File: src/rtl/write_resp_merger.sv
`default_nettype none
// ============================================================================
// write_resp_merger: merges the AXI3 B responses of one split AXI4 write
// burst into a single AXI4 B response.  Rev 1.0
// ============================================================================
module write_resp_merger #(
   parameter int AXI4_Aw_len = 8,
   parameter int AXI3_Aw_len = 4,
   parameter int Cnt_width   = AXI4_Aw_len - AXI3_Aw_len + 1
) (
   input  logic                   ACLK,
   input  logic                   ARESETN,
   input  logic                   Load_Expected,
   input  logic [AXI4_Aw_len-1:0] AXI4_Sel_S_AXI_awlen,
   output logic                   Busy,
   output logic [Cnt_width-1:0]   Outstanding,
   input  logic [1:0]             S_AXI3_bresp,
   input  logic                   S_AXI3_bvalid,
   output logic                   S_AXI3_bready,
   output logic [1:0]             M_AXI4_bresp,
   output logic                   M_AXI4_bvalid,
   input  logic                   M_AXI4_bready
);

   typedef enum logic [1:0] {
      IDLE    = 2'd0,
      COLLECT = 2'd1,
      RESPOND = 2'd2
   } state_t;

   state_t               state_q;
   logic [Cnt_width-1:0] outstanding_q;
   logic [1:0]           acc_q;
   logic                 allex_q;
   logic                 s_bready_q;
   logic                 m_bvalid_q;
   logic [1:0]           m_bresp_q;

   logic                 hs_d;
   logic [1:0]           sev_d;
   logic [1:0]           acc_d;
   logic [1:0]           merged_d;
   logic [Cnt_width-1:0] load_cnt_d;
   logic                 w_unused_lsbs;

   // Sub-burst count is awlen/2^AXI3_Aw_len + 1; the beat-index bits don't matter.
   assign load_cnt_d    = {1'b0, AXI4_Sel_S_AXI_awlen[AXI4_Aw_len-1:AXI3_Aw_len]} + Cnt_width'(1);
   assign w_unused_lsbs = ^AXI4_Sel_S_AXI_awlen[AXI3_Aw_len-1:0];

   assign hs_d     = S_AXI3_bvalid && s_bready_q;
   // EXOKAY ranks as OKAY; the remaining codes are ordered numerically.
   assign sev_d    = (S_AXI3_bresp == 2'b01) ? 2'b00 : S_AXI3_bresp;
   assign acc_d    = (sev_d > acc_q) ? sev_d : acc_q;
   assign merged_d = (allex_q && (S_AXI3_bresp == 2'b01)) ? 2'b01 : acc_d;

   always_ff @(posedge ACLK) begin
      if (!ARESETN) begin
         state_q       <= IDLE;
         outstanding_q <= '0;
         acc_q         <= 2'b00;
         allex_q       <= 1'b1;
         s_bready_q    <= 1'b0;
         m_bvalid_q    <= 1'b0;
         m_bresp_q     <= 2'b00;
      end else begin
         case (state_q)
            IDLE: begin
               if (Load_Expected) begin
                  outstanding_q <= load_cnt_d;
                  acc_q         <= 2'b00;
                  allex_q       <= 1'b1;
                  s_bready_q    <= 1'b1;
                  state_q       <= COLLECT;
               end
            end
            COLLECT: begin
               if (hs_d) begin
                  outstanding_q <= outstanding_q - Cnt_width'(1);
                  acc_q         <= acc_d;
                  allex_q       <= allex_q && (S_AXI3_bresp == 2'b01);
                  if (outstanding_q == Cnt_width'(1)) begin
                     s_bready_q <= 1'b0;
                     m_bvalid_q <= 1'b1;
                     m_bresp_q  <= merged_d;
                     state_q    <= RESPOND;
                  end
               end
            end
            RESPOND: begin
               if (M_AXI4_bready) begin
                  m_bvalid_q    <= 1'b0;
                  outstanding_q <= '0;
                  state_q       <= IDLE;
               end
            end
            default: begin
               state_q    <= IDLE;
               s_bready_q <= 1'b0;
               m_bvalid_q <= 1'b0;
            end
         endcase
      end
   end

   assign Busy          = (state_q != IDLE);
   assign Outstanding   = outstanding_q;
   assign S_AXI3_bready = s_bready_q;
   assign M_AXI4_bvalid = m_bvalid_q;
   assign M_AXI4_bresp  = m_bresp_q;

endmodule
`default_nettype wire

File: config.mk
export PLATFORM = sky130hd
export DESIGN_NAME = write_resp_merger
export DESIGN_NICKNAME = d
export VERILOG_FILES = /design/src/rtl/write_resp_merger.sv
export SDC_FILE = /design/constraint.sdc
export NUM_CORES = 1
export LEC_CHECK = 0
export CAP_MARGIN = 20
export CORE_UTILIZATION = 51
export CTS_CLUSTER_DIAMETER = 40
export DETAILED_ROUTE_END_ITERATION = 8
export PLACE_DENSITY = 0.81
export RECOVER_POWER = 100
export SLEW_MARGIN = 20
export SYNTH_ARGS = -nofsm -noshare
export SYNTH_HDL_FRONTEND = slang
export SYNTH_SLANG_ARGS = --single-unit
File: constraint.sdc
create_clock -name ACLK -period 3.6 [get_ports ACLK]
set_input_delay 0.72 -clock ACLK [delete_from_list [all_inputs] [get_ports ACLK]]
set_output_delay 0.72 -clock ACLK [all_outputs]
set_load 0.01 [all_outputs]
==> results_dict.tcl <==
set metrics [dict create \
    status "complete, no violations" \
    insertion_delay_ns 0.28 \
    utilization_pct 68.9 \
    use_met1_pct 25.0 \
    drt_iter0_markers 15 \
    vias_per_cell 5.75 \
    cts_resized 0 \
    syn-num-nets 139 \
    postCtsHoldBufs 0 \
    grt_use_met3_pct 4.76 \
    synth-edff-count 0 \
    cts_sinks 14 \
    cap_violations 0 \
    drcViolationCount 0 \
    initial_utilization_pct 55.4 \
    ys.flop_type "dfxtp_1" \
    die_w_um 45.8 \
    ys_warn_count 0 \
    synth-async-reset-ratio_pct 0 \
    core_sq_um 1760 \
    die_h_um 45.8 \
    max_stage_delay_ns 0.60 \
    multi_input_area_sq_um 637 \
    power_density_nw_per_um2 523 \
    n_antenna_cell 0 \
    finClkSkew_ns 0.00138 \
    port_buffers 20 \
    routedWlPerCell_um 13.4 \
    grt_setup_unrepaired "no" \
    syn_area_sq_um 977 \
    gr-total-overflow 0 \
    fp-row-count 15 \
    area_delta_synth_final_pct 24.3 \
    grt_pass1_vias 779 \
    synth_cell_types 39 \
    crit_type "register to output pin" \
    max_slew_margin_pct 54.2 \
    grt_usage_pct 21.4 \
    met2_usage_pct 39.1 \
    r2r_setup_slack_ns 1.55 \
    dr.pass1.iters 4 \
    cts_tree "yes" \
    clk_transition_reported_paths_ns 0.09 \
    syn_avg_cell_area_sq_um 8.65 \
    crit_slowest_cell "dlygate4sd3_1" \
    p_total_mw 0.635 \
    ff_latch_area_sq_um 280 \
    ctsHtreeMaxLevel 1 \
    clockBufferDepth 2 \
    slew_viol_final 0 \
    antenna_left 0 \
    period_needed_ns 2.46 \
    cp_cell_sequence "inv_1 -> ha_1 -> inv_1 -> dlygate4sd3_1" \
    clockRootBuffer "clkbuf_4" \
    nFillCells 155 \
    arrival_ns 1.74 \
    setup_tns_ns 0 \
    vias 903 \
    cp_data_required_time_ns 2.88 \
    ios 25 \
    crit_buf_inv 3 \
    cp_top_family "buffers and inverters" \
    drive_gt1_share_pct 6.82 \
    nets 159 \
    cp_max_fo 6 \
    post_synth_inst_count 113 \
    ir_drop_mv 0.331 \
    grt.busiest_layer "met2" \
    cts_made_buffers 3 \
    start_kind "register" \
    cts_setup_buffers 0 \
    seq_area_frac_synth_pct 28.7 \
    die_area_sq_um 2090 \
    grt_max_degree 22 \
    routed_wl_mm 2.11 \
    report.final.setup_viol 0 \
    dp_hpwl_mm 1.55 \
    fmax_mhz 406 \
    antenna_found_initial 0 \
    cp_common_cell "inv_1" \
    p_leak_nw 0.536 \
    end_kind "output pin" \
    gp_congestion 0.761 \
    finalCritPeriodShare_pct 68.4 \
    finalHoldViolations 0 \
    hp-class "register to register" \
    grt_pass1_wl_mm 3.24 \
    worst_slew_pin_slew_ns 0.684 \
    synth-seq-cells 14 \
]
==> kinds of logic after synthesis <==
kind of cell	count (synthesis)	share of synthesized area, %
xor+xnor	2	1.79
mux	2	2.05
flops	14	28.7
compound gates	31	24.8
simple gates	40	22.7
fa+ha+maj	11	14.1
buf+inv	13	5.89
==> cell usage after synthesis (2+ instances only) <==
| cell | n | share of area, % |
|---|---|---|
| dfxtp_1 | 14 | 29 |
| nand3_1 | 4 | 2.0 |
| mux2i_1 | 2 | 2.0 |
| o211a_1 | 2 | 2.0 |
| o221ai_1 | 3 | 2.7 |
| o21ai_0 | 2 | 1.0 |
| ha_1 | 11 | 14 |
| and3_1 | 4 | 2.6 |
| nand2_1 | 10 | 3.8 |
| nor2_1 | 7 | 2.7 |
| clkbuf_1 | 3 | 1.2 |
| o21ai_1 | 3 | 1.5 |
| inv_1 | 8 | 3.1 |
| nor2b_1 | 4 | 2.6 |
| a21oi_1 | 7 | 3.6 |
| a31o_1 | 5 | 4.5 |
| nand2b_1 | 2 | 1.3 |
==> registers in the layout (all words and copies together) (netlist names) <==
name and count:
M_AXI4_bresp 2, M_AXI4_bvalid 1, acc_q 2, allex_q 1, state_q 2, S_AXI3_bready 1
Outstanding 5
==> per-stage QoR <==
| step | setup slack [ns] | instance area, sq um | hold WS (ns) | std cells |
|---|---|---|---|---|
| after floorplan | 1.79 | 977 | 0.472 | 113 |
| after global placement | 1.15 | 1180 | 0.490 | 153 |
| after detailed placement | 1.09 | 1180 | 0.499 | 153 |
| after CTS | 1.21 | 1220 | 0.511 | 157 |
| after global routing | 1.05 | 1210 | 0.528 | 157 |
| final | 1.14 | 1210 | 0.513 | 157 |
==> per-layer routing <==
layer / vias up / share of wire, %
li1: 445 / -
met1: 439 / 46
met4: 0 / 0.57
met2: 17 / 50
met3: 2 / 3.2
met5: - / 0
==> placed cells by master (no fill, tap or decap), types with 2 or more instances in the layout <==
cell type	count
dfxtp_1	14
dlygate4sd3_1	13
ha_1	11
nand2_1	10
inv_1	8
nor2_1	8
a21oi_1	7
clkdlybuf4s50_1	7
o21ai_0	5
a31o_1	5
nor2b_1	4
nand3_1	4
and3_1	4
o221ai_1	3
clkbuf_4	3
mux2i_1	2
nand2b_1	2
o211a_1	2
==> power breakdown <==
part	leakage [nW]	switching (mW)	total [mW]	internal, mW
Combinational	0.401	0.166	0.309	0.142
Clock	0.0210	0.0561	0.118	0.0615
Sequential	0.114	0.0283	0.209	0.180
==> path summary, 6_finish.rpt <==
path	from	to	cells past startpoint
hold reg to reg	state_q[0]	state_q[0]	2
hold / removal	state_q[0]	state_q[0]	2
setup reg to reg	state_q[0]	Outstanding[4]	6
setup / recovery	state_q[0]	Busy	4
==> final cells by class <==
| type | count | area share, % |
|---|---|---|
| Clock buffer | 4 | 2.99 |
| Inverter | 8 | 2.47 |
| Multi-Input combinational cell | 86 | 52.4 |
| Sequential cell | 14 | 23.1 |
| Tap cell | 25 | 2.57 |
| Timing Repair Buffer | 20 | 16.5 |
==> tightest hold or removal path, delay by kind of cell (launching register included) <==
family | cells | cell delay (ns)
simple gates | 1 | 0.06
flops | 1 | 0.35
mux | 1 | 0.06
No activity file was read; power rests on OpenSTA's default activity.
